**config.mk**
```make
export PLATFORM = sky130hd
export DESIGN_NAME = touchpad_adc_controller
export DESIGN_NICKNAME = d
export VERILOG_FILES = /design/src/rtl/touchpad_pkg.sv /design/src/rtl/touch_averager.sv /design/src/rtl/touchpad_adc_controller.sv
export SDC_FILE = /design/constraint.sdc
export NUM_CORES = 1
export LEC_CHECK = 0
export BUFFER_PORTS_ARGS = -buffer_cell sky130_fd_sc_hd__buf_4
export CAP_MARGIN = 30
export CELL_PAD_IN_SITES_DETAIL_PLACEMENT = 1
export CELL_PAD_IN_SITES_GLOBAL_PLACEMENT = 1
export CORE_ASPECT_RATIO = 1.1
export CORE_MARGIN = 10
export CORE_UTILIZATION = 40
export CTS_CLUSTER_SIZE = 8
export DETAILED_ROUTE_END_ITERATION = 7
export GPL_ROUTABILITY_DRIVEN = 0
export MAX_ROUTING_LAYER = met4
export PLACE_DENSITY = 0.71
export SYNTH_ARGS = -nofsm -noshare
export SYNTH_HDL_FRONTEND = slang
export SYNTH_SLANG_ARGS = --single-unit
```
**constraint.sdc**
```tcl
create_clock -name cclk -period 2.3 [get_ports cclk]
set_input_delay 0.23 -clock cclk [delete_from_list [all_inputs] [get_ports cclk]]
set_output_delay 0.23 -clock cclk [all_outputs]
set_load 0.1 [all_outputs]
```
**src/rtl/touchpad_pkg.sv**
```systemverilog
`default_nettype none
// ============================================================================
// Module   : touchpad_pkg
// Purpose  : Shared types and constants for the AD7873-class touchscreen ADC
//            controller: channel and FSM state enums, control bytes and
//            frame geometry.
// Revision : 1.0 - initial release
// ============================================================================
package touchpad_pkg;

  typedef enum logic [1:0] {CH_X, CH_Y, CH_Z1} channel_t;

  typedef enum logic [2:0] {IDLE, SETUP, CMD, ACQ, DONE} state_t;

  // S=1, A2..A0, MODE=0 (12-bit), SER/DFR=0, PD1..PD0=00
  localparam logic [7:0] CTRL_X  = 8'hD0;
  localparam logic [7:0] CTRL_Y  = 8'h90;
  localparam logic [7:0] CTRL_Z1 = 8'hB0;

  localparam int CMD_BITS   = 8;   // DCLK periods spent shifting the control byte
  localparam int FRAME_CLKS = 24;  // DCLK periods per CS#-low window
  localparam int CAP_FIRST  = 2;   // first ACQ rising edge carrying result MSB
  localparam int CAP_LAST   = 13;  // ACQ rising edge carrying result LSB

  function automatic logic [7:0] ctrl_byte(input channel_t ch);
    case (ch)
      CH_X:    return CTRL_X;
      CH_Y:    return CTRL_Y;
      default: return CTRL_Z1;
    endcase
  endfunction

  function automatic channel_t next_channel(input channel_t ch);
    case (ch)
      CH_X:    return CH_Y;
      CH_Y:    return CH_Z1;
      default: return CH_X;
    endcase
  endfunction

endpackage
`default_nettype wire

```
**src/rtl/touch_averager.sv**
```systemverilog
`default_nettype none
// ============================================================================
// Module   : touch_averager
// Purpose  : Per-axis filter. With TOUCHPAD_AVERAGE_EN defined it box-averages
//            2^AVG_LOG2 samples and updates the output once per block;
//            otherwise the output simply follows each new sample.
// Ports    : cclk, rstb (async active-low), sample_valid/sample (9-bit input
//            sample strobe), avg_out (9-bit held output).
// Macro    : TOUCHPAD_AVERAGE_EN
// Revision : 1.0 - initial release
// ============================================================================
module touch_averager #(
  parameter int AVG_LOG2 = 4
) (
  input  logic       cclk,
  input  logic       rstb,
  input  logic       sample_valid,
  input  logic [8:0] sample,
  output logic [8:0] avg_out
);

`ifdef TOUCHPAD_AVERAGE_EN
  localparam int ACC_W = 9 + AVG_LOG2;
  localparam int CNT_W = (AVG_LOG2 > 0) ? AVG_LOG2 : 1;

  logic [ACC_W-1:0] acc;
  logic [ACC_W-1:0] acc_sum;
  logic [CNT_W-1:0] cnt;

  assign acc_sum = acc + ACC_W'(sample);

  always_ff @(posedge cclk or negedge rstb) begin
    if (!rstb) begin
      acc     <= '0;
      cnt     <= '0;
      avg_out <= '0;
    end else if (sample_valid) begin
      // Last sample of the block: publish floor(sum / 2^AVG_LOG2) and restart.
      if (cnt == CNT_W'((1 << AVG_LOG2) - 1)) begin
        avg_out <= acc_sum[ACC_W-1:AVG_LOG2];
        acc     <= '0;
        cnt     <= '0;
      end else begin
        acc <= acc_sum;
        cnt <= cnt + 1'b1;
      end
    end
  end
`else
  always_ff @(posedge cclk or negedge rstb) begin
    if (!rstb) begin
      avg_out <= '0;
    end else if (sample_valid) begin
      avg_out <= sample;
    end
  end
`endif

endmodule
`default_nettype wire

```
**src/rtl/touchpad_adc_controller.sv**
```systemverilog
`default_nettype none
// ============================================================================
// Module   : touchpad_adc_controller
// Purpose  : Drives an AD7873-class touchscreen ADC over DCLK/CS#/DIN/DOUT,
//            converting X, Y, Z1 round-robin, truncating each 12-bit result
//            to 9 bits and presenting filtered x/y/z in the cclk domain.
// Ports    : cclk (system clock), rstb (async active-low reset),
//            touch_busy (ADC BUSY, monitored only), data_in (ADC DOUT),
//            touch_clk (DCLK), touch_csb (CS#), data_out (ADC DIN),
//            x/y/z (9-bit coordinates).
// Macro    : TOUCHPAD_AVERAGE_EN enables box averaging in touch_averager.
// Revision : 1.0 - initial release
// ============================================================================
module touchpad_adc_controller
  import touchpad_pkg::*;
#(
  parameter int DCLK_DIV  = 50,
  parameter int AVG_LOG2  = 4,
  parameter int IDLE_CLKS = 2
) (
  input  logic       cclk,
  input  logic       rstb,
  input  logic       touch_busy,
  input  logic       data_in,
  output logic       touch_clk,
  output logic       touch_csb,
  output logic       data_out,
  output logic [8:0] x,
  output logic [8:0] y,
  output logic [8:0] z
);

  localparam int DIV_W       = (DCLK_DIV > 1) ? $clog2(DCLK_DIV) : 1;
  localparam int IDLE_HALVES = 2 * IDLE_CLKS;
  localparam int CMD_HALVES  = 2 * CMD_BITS;
  localparam int ACQ_HALVES  = 2 * (FRAME_CLKS - CMD_BITS);
  localparam int HALF_MAX    = (IDLE_HALVES > ACQ_HALVES) ? IDLE_HALVES : ACQ_HALVES;
  localparam int HALF_W      = $clog2(HALF_MAX);
  // ACQ rising edge j occurs on the tick that ends ACQ half-period 2j-3.
  localparam int CAP_LO      = 2 * CAP_FIRST - 3;
  localparam int CAP_HI      = 2 * CAP_LAST - 3;

  state_t              state_q, state_d;
  logic [DIV_W-1:0]    div_q, div_d;
  logic [HALF_W-1:0]   half_q, half_d;
  logic                tclk_q, tclk_d;
  logic                csb_q, csb_d;
  logic                dout_q, dout_d;
  logic [7:0]          cmd_q, cmd_d;
  logic [11:0]         shift_q, shift_d;
  channel_t            ch_q, ch_d;
  logic                sample_valid;
  logic                tick;
  logic [7:0]          ctrl;
  logic                unused_ok;

  // BUSY is not needed for sequencing; low result bits are truncated away.
  assign unused_ok = ^{touch_busy, shift_q[2:0]};

  assign tick = (div_q == DIV_W'(DCLK_DIV - 1));
  assign ctrl = ctrl_byte(ch_q);

  always_comb begin
    state_d      = state_q;
    div_d        = tick ? '0 : div_q + 1'b1;
    half_d       = tick ? half_q + 1'b1 : half_q;
    tclk_d       = tclk_q;
    csb_d        = csb_q;
    dout_d       = dout_q;
    cmd_d        = cmd_q;
    shift_d      = shift_q;
    ch_d         = ch_q;
    sample_valid = 1'b0;

    case (state_q)
      IDLE: begin
        csb_d  = 1'b1;
        tclk_d = 1'b0;
        dout_d = 1'b0;
        if (tick && half_q == HALF_W'(IDLE_HALVES - 1)) begin
          state_d = SETUP;
          half_d  = '0;
          csb_d   = 1'b0;
          dout_d  = ctrl[7];
          cmd_d   = {ctrl[6:0], 1'b0};
        end
      end
      SETUP: begin
        if (tick) begin
          state_d = CMD;
          half_d  = '0;
          tclk_d  = 1'b1;
        end
      end
      CMD: begin
        if (tick) begin
          tclk_d = ~tclk_q;
          // Next command bit goes out on the falling edge; zeros follow bit 0.
          if (tclk_q) begin
            dout_d = cmd_q[7];
            cmd_d  = {cmd_q[6:0], 1'b0};
          end
          if (half_q == HALF_W'(CMD_HALVES - 1)) begin
            state_d = ACQ;
            half_d  = '0;
          end
        end
      end
      ACQ: begin
        if (tick) begin
          if (half_q == HALF_W'(ACQ_HALVES - 1)) begin
            // The would-be 25th rising edge is suppressed; frame ends low.
            state_d = DONE;
            half_d  = '0;
            tclk_d  = 1'b0;
          end else begin
            tclk_d = ~tclk_q;
            if (half_q[0] && half_q >= HALF_W'(CAP_LO) && half_q <= HALF_W'(CAP_HI)) begin
              shift_d = {shift_q[10:0], data_in};
            end
          end
        end
      end
      DONE: begin
        state_d      = IDLE;
        div_d        = '0;
        half_d       = '0;
        csb_d        = 1'b1;
        sample_valid = 1'b1;
        ch_d         = next_channel(ch_q);
      end
      default: begin
        state_d = IDLE;
        div_d   = '0;
        half_d  = '0;
        csb_d   = 1'b1;
        tclk_d  = 1'b0;
        dout_d  = 1'b0;
      end
    endcase
  end

  always_ff @(posedge cclk or negedge rstb) begin
    if (!rstb) begin
      state_q <= IDLE;
      div_q   <= '0;
      half_q  <= '0;
      tclk_q  <= 1'b0;
      csb_q   <= 1'b1;
      dout_q  <= 1'b0;
      cmd_q   <= '0;
      shift_q <= '0;
      ch_q    <= CH_X;
    end else begin
      state_q <= state_d;
      div_q   <= div_d;
      half_q  <= half_d;
      tclk_q  <= tclk_d;
      csb_q   <= csb_d;
      dout_q  <= dout_d;
      cmd_q   <= cmd_d;
      shift_q <= shift_d;
      ch_q    <= ch_d;
    end
  end

  assign touch_clk = tclk_q;
  assign touch_csb = csb_q;
  assign data_out  = dout_q;

  logic [8:0] axis_out [3];

  for (genvar i = 0; i < 3; i++) begin : g_axis
    touch_averager #(
      .AVG_LOG2 (AVG_LOG2)
    ) u_avg (
      .cclk         (cclk),
      .rstb         (rstb),
      .sample_valid (sample_valid && (ch_q == channel_t'(i))),
      .sample       (shift_q[11:3]),
      .avg_out      (axis_out[i])
    );
  end

  assign x = axis_out[0];
  assign y = axis_out[1];
  assign z = axis_out[2];

endmodule
`default_nettype wire

```
# After elaboration in Yosys (flattened, before gate mapping)

Index checks and enable logic that the tools add are counted.

Reductions and logical operators: 17
Div/mod/pow operators: 0
Bitwise logic cells: 4
Shifts and indexed selects: 0
Equality and inequality tests: 17
Multipliers: 0
Multiplexer cells: 35
Magnitude comparators: 2
Add/sub/neg operators: 2

Operators by type and width:

| kind                                                               | number |
|---|---|
| 2-to-1 mux 5 bit                                                   | 7 |
| 2-to-1 mux 8 bit                                                   | 3 |
| one-hot mux 5 bit (4 select lines)                                 | 1 |
| 2-to-1 mux 3 bit                                                   | 6 |
| one-hot mux 8 bit (2 select lines)                                 | 1 |
| != test 2 bit (second input constant)                              | 7 |
| one-hot mux 7 bit (2 select lines)                                 | 1 |
| 2-to-1 mux 6 bit                                                   | 2 |
| one-hot mux 3 bit (4 select lines)                                 | 1 |
| AND reduction 4 bit                                                | 3 |
| 2-to-1 mux 1 bit                                                   | 9 |
| adder 6 x 1 -> 6 bit (second input constant)                       | 1 |
| == test 3 x 2 -> 1 bit (second input constant)                     | 2 |
| == test 6 bit (second input constant)                              | 1 |
| logical AND 1 bit                                                  | 6 |
| AND reduction 6 bit                                                | 1 |
| OR reduction 3 bit                                                 | 2 |
| adder 5 x 1 -> 5 bit (second input constant)                       | 1 |
| == test 5 x 2 -> 1 bit (second input constant)                     | 1 |
| == test 5 x 4 -> 1 bit (second input constant)                     | 1 |
| == test 5 bit (second input constant)                              | 1 |
| greater-or-equal comparator 5 x 1 -> 1 bit (second input constant) | 1 |
| <= comparator 5 bit (second input constant)                        | 1 |
| inverter 1 bit                                                     | 4 |
| 13 further kinds                                                   | 13 |

Memories: 0
Register bits: 66
Bits in read-only memories: 0
Input port bits: 4
Word-level logic and storage cells: 89
Bits in writable memories: 0
Output and inout bits: 30
Bits in latches: 0

# Longest topological paths before layout

Word-level depth: 5
Depth in mapped cells: 10
Mapped depth without buffers: 10

# Hierarchy

Synthesis repeated with hierarchy kept, for this count alone.

Cell total of the unflattened synthesis: 237
Area, all modules: 3007.9 um^2

Modules (own cells, without submodules):

| module                  | cells an instance | area each (um^2) | sequential area each (um^2) | times used |
|---|---|---|---|---|
| touchpad_adc_controller | 180               | 1893.1           | 852.1                       | 1 |
| touch_averager          | 19                | 371.6            | 225.2                       | 3 |

# Least setup slack after synthesis

No wires, ideal clock.

Kind: reg-to-reg
Start: register div_q[1]
End: register half_q[0]
Setup time: 0.082 ns
Data required time: 2.218 ns
Arrival time: 2.000 ns
Stages on the path, launching flop included: 10
Buffers on the path: 0
Period minus slack after synthesis: 2.082 ns
Path slack: 0.218 ns
Cells stage by stage: dfrtp_1 -> inv_1 -> ha_1 -> nand4b_1 -> nor2_1 -> inv_2 -> ha_1 -> a2111oi_0 -> a21oi_1 -> o22ai_1

Cells in the longest elaborated chain, start to end: 5
Elaborated cells on any way between the ends: 10
Those cells by class: eq/ne: 1; mux: 8; reduce/logical: 1

RTL lines:

| what                                 | line                                                           | source |
|---|---|---|
| start: declaration                   | touchpad_adc_controller.sv:44                                  | `logic [DIV_W-1:0] div_q, div_d;` |
| start signal: assignment             | touchpad_adc_controller.sv:156                                 | `div_q <= div_d;` |
| == test 6 bit *                      | touchpad_adc_controller.sv:60                                  | `assign tick = (div_q == DIV_W'(DCLK_DIV - 1));` |
| 2-to-1 mux 5 bit                     | touchpad_adc_controller.sv:66                                  | `half_d = tick ? half_q + 1'b1 : half_q;` |
| 2-to-1 mux 5 bit (on tied branches)  | touchpad_adc_controller.sv:111, touchpad_adc_controller.sv:103 |  |
| 2-to-1 mux 5 bit (on tied branches)  | touchpad_adc_controller.sv:110, touchpad_adc_controller.sv:96  |  |
| one-hot mux 5 bit (4 select lines) * | touchpad_adc_controller.sv:75                                  | `case (state_q)` |
| via half_d[0]                        | touchpad_adc_controller.sv:45                                  | `logic [HALF_W-1:0] half_q, half_d;` |
| end signal: assignment               | touchpad_adc_controller.sv:157                                 | `half_q <= half_d;` |
| end: declaration                     | touchpad_adc_controller.sv:45                                  |  |

The timed path passes the listed nets; every way through them passes the cells marked *.
A chain may end at the register's enable or synchronous reset.

# Worst setup path in the final report

Ends and elaborated chain as after synthesis.

==> results.tsv <==
stage	metric	value	unit
status	status	finished clean	
layout	Final #Nets	280	
cts	Clk Latency, worst-skew pair	0.34	ns
place	placed inst area	3193	sq um
timing	Worst Setup Slack, final	0.3061	ns
place	dpl ws	0.1652	ns
pwr	Max VDD drop	0.6764	mV
floorplanning	die area	10840	sq um
synthesis	count of flip-flops with a built-in enable after synthesis	0	
detailed_routing	Vias	1911	
global_route	global route overflow	0	
pwr	static leakage	1.664	nW
timing	Max Freq	501.5	MHz
timing	Slew HR	49.84	%
detailed_routing	1st-iter DRT viols	43	
detailed_routing	DRT Pass-1 Iters	4	
timing	endpoints failing setup	0	
detailed_routing	Post-Route WL	6511	um
synthesis	fraction of registers with async set or reset after synthesis	100.0	%
global_route	initial antenna violation count	0	
floorplanning	Core Box Area	6967	sq um
setup_path	crit path max fanout	3	
floorplanning	die width	100.2	um
timing	Pins Over Slew Limit	0	
layout	# diodes	0	
cts	maximum root-to-sink buffer count	2	
timing	RSZ-0062 raised after global routing	no	
synthesis	library cells used by synthesis	46	
layout	most frequent cells in the layout	dfrtp_1 (60), mux2_2 (41), buf_4 (41)	
synthesis	Mean Syn Cell Area	12.40	sq um
floorplanning	IO Count	34	
timing	Clock Skews	0.009564	ns
timing	worst slew pin tran	0.7524	ns
layout	Layout Cells excl Fill	360	
global_route	Overall Global Routing Usage	13.04	%
timing	setup TNS	0	ns
synthesis	Yosys reg bits	61	
global_route	pin count of the biggest net entering global routing	62	
cts	Clock Pin Slew Worst Setup and Hold Paths	0.08	ns
floorplanning	initial core utilization	40.59	%
setup_path	WS Path Type	flop to flop	
pwr	Pwr Total	2.075	mW
detailed_routing	Vias per Instance	5.308	
setup_path	Worst EP required	2.56	ns
synthesis	synthesized cell area	2828	sq um
global_route	vias in the first global route	2136	
detailed_routing	post-route ant nets	0	
setup_path	CP Launch Type	flop	
timing	final hold violations	0	
setup_path	CP Capture Type	flop	
layout	area occupied by multi-input gates	1231	sq um
synthesis	Post-Syn Instances	228	
layout	commonest non-fill, non-tap cell in the layout	dfrtp_1	
cts	CTS Sinks	61	
layout	share of layout cells above drive strength 1	38.91	%
floorplanning	row cnt	32	
cts	TritonCTS Buffers	9	
cts	CTS root buf	clkbuf_8	
cts	CTS H-tree depth	3	
synthesis	sequential area share after synthesis	54.03	%
flow_run	max cap viols	0	
place	PortBufs	32	
min_path	Hold Crit Class	primary input to flop	
layout	Layout area overhead	20.53	%
synthesis	net count after synthesis	238	
synthesis	Primary FF master, synth	dfrtp_1	
cts	CTS tree	yes	
setup_path	CP arrival	2.26	ns
place	detailed placement HPWL	4321	um
layout	storage element area	1528	sq um
detailed_routing	DRC Markers	0	
synthesis	synth warn	0	
detailed_routing	Routed WL per cell	18.09	um
cts	Post-CTS Setup Bufs	0	
pwr	Power Density	608.8	nW/um^2
floorplanning	die height	108.2	um
timing	Tcrit/Tclk final	86.69	%
layout	FILL cells	733	
global_route	first-pass GRT wire length	10940	um
timing	post-layout min period	1.994	ns
layout	cell area after layout	3408	sq um
place	placed insts	343	
==> logic make-up (layout without fill, tap and decap cells) <==
family,Yosys count,count (layout),share of synthesized area (%)
flops,61,61,54.03
simple gates,61,61,12.97
mux,43,43,17.08
compound gates,34,34,8.894
buf+inv,18,65,2.832
fa+ha+maj,6,6,2.655
xor+xnor,5,5,1.549
==> routing by layer <==
layer	vias up	share of wire, %	GRT usage, %
met5	-	0	-
met4	0	1.1	5.152
met3	6	4.3	3.574
met2	39	49	20.86
met1	960	46	15.24
li1	906	-	-
==> power breakdown <==
part           leakage, nW  internal (mW)  total [mW]  switching [mW]
logic                0.737        0.00327      0.0231          0.0199
registers            0.836           1.07        1.07               0
clock network       0.0918          0.504       0.980           0.476
total                 1.66           1.58        2.07           0.496
==> repair_timing <==
action,in CTS,in global routing
hold buffers,1,0
endpoints found under the setup margin,0,1
gates resized for setup,0,2
endpoints found under the hold margin,17,0
==> worst paths after layout <==
path / end / slack, ns / cells past startpoint / from
setup / recovery: half_q[0] / 0.31 / 9 / div_q[1]
hold / removal: shift_q[0] / 0.12 / 2 / data_in
hold reg to reg: div_q[0] / 0.50 / 1 / div_q[0]
max in group asynchronous: cmd_q[5] / 1.30 / 2 / rstb
min in group asynchronous: half_q[3] / 0.49 / 2 / rstb
setup reg to reg: half_q[0] / 0.31 / 9 / div_q[1]
==> critical path, cell delays in order, from the launching register on <==
cell       delay, ns
dfrtp_1         0.40
inv_1           0.06
ha_1            0.15
nand4b_1        0.11
nor2_1          0.19
inv_2           0.06
ha_1            0.31
a2111oi_2       0.40
a21oi_1         0.11
o22ai_1         0.12
==> area by class of cell <==
type	instances	share of cell area, %
clock buffer	9	3.634
tap	85	3.120
timing repair buffer	42	9.325
inverter	7	0.7709
multi-input combinational	149	36.12
clock inverter	7	2.203
sequential	61	44.82
==> Yosys cell counts, types with 2 or more instances <==
| library cell | count | area share [%] |
|---|---|---|
| nand2b_1 | 5 | 1.1 |
| xor2_1 | 2 | 0.62 |
| o21ai_0 | 8 | 1.4 |
| clkbuf_1 | 5 | 0.66 |
| mux2_2 | 41 | 16 |
| nor2b_1 | 3 | 0.66 |
| nor4bb_1 | 2 | 0.71 |
| o22ai_1 | 2 | 0.44 |
| nor3_1 | 4 | 0.71 |
| inv_1 | 6 | 0.80 |
| a21o_1 | 3 | 0.80 |
| a31oi_1 | 3 | 0.66 |
| nor2_1 | 14 | 1.9 |
| buf_4 | 2 | 0.53 |
| nand2_1 | 8 | 1.1 |
| xnor2_1 | 3 | 0.93 |
| a311oi_1 | 2 | 0.62 |
| a21oi_1 | 5 | 0.88 |
| ha_1 | 6 | 2.7 |
| o21bai_1 | 2 | 0.53 |
| buf_2 | 4 | 0.71 |
| nand4b_1 | 2 | 0.62 |
| nand3_1 | 7 | 1.2 |
| dfrtp_1 | 60 | 53 |
| a221o_1 | 2 | 0.71 |
| nor3b_1 | 4 | 1.1 |
| and3_1 | 4 | 0.88 |
==> registers in the layout (all words and copies together), names as in the netlist <==
register and cells:
g_axis.u_avg.avg_out 27, shift_q 12, div_q 6, half_q 5, cmd_q 3, state_q 3, ch_q 2, data_out 1
touch_clk 1, touch_csb 1
==> metrics by stage <==
stage / hold slack [ns] / util, %
global route: 0.1208 / 48.92
global placement: 0.3590 / 45.83
CTS: 0.1124 / 48.83
floorplan: -0.06559 / -
finish: 0.1181 / 48.92
detailed placement: 0.3622 / 45.83
No activity file was read; power rests on OpenSTA's default activity.
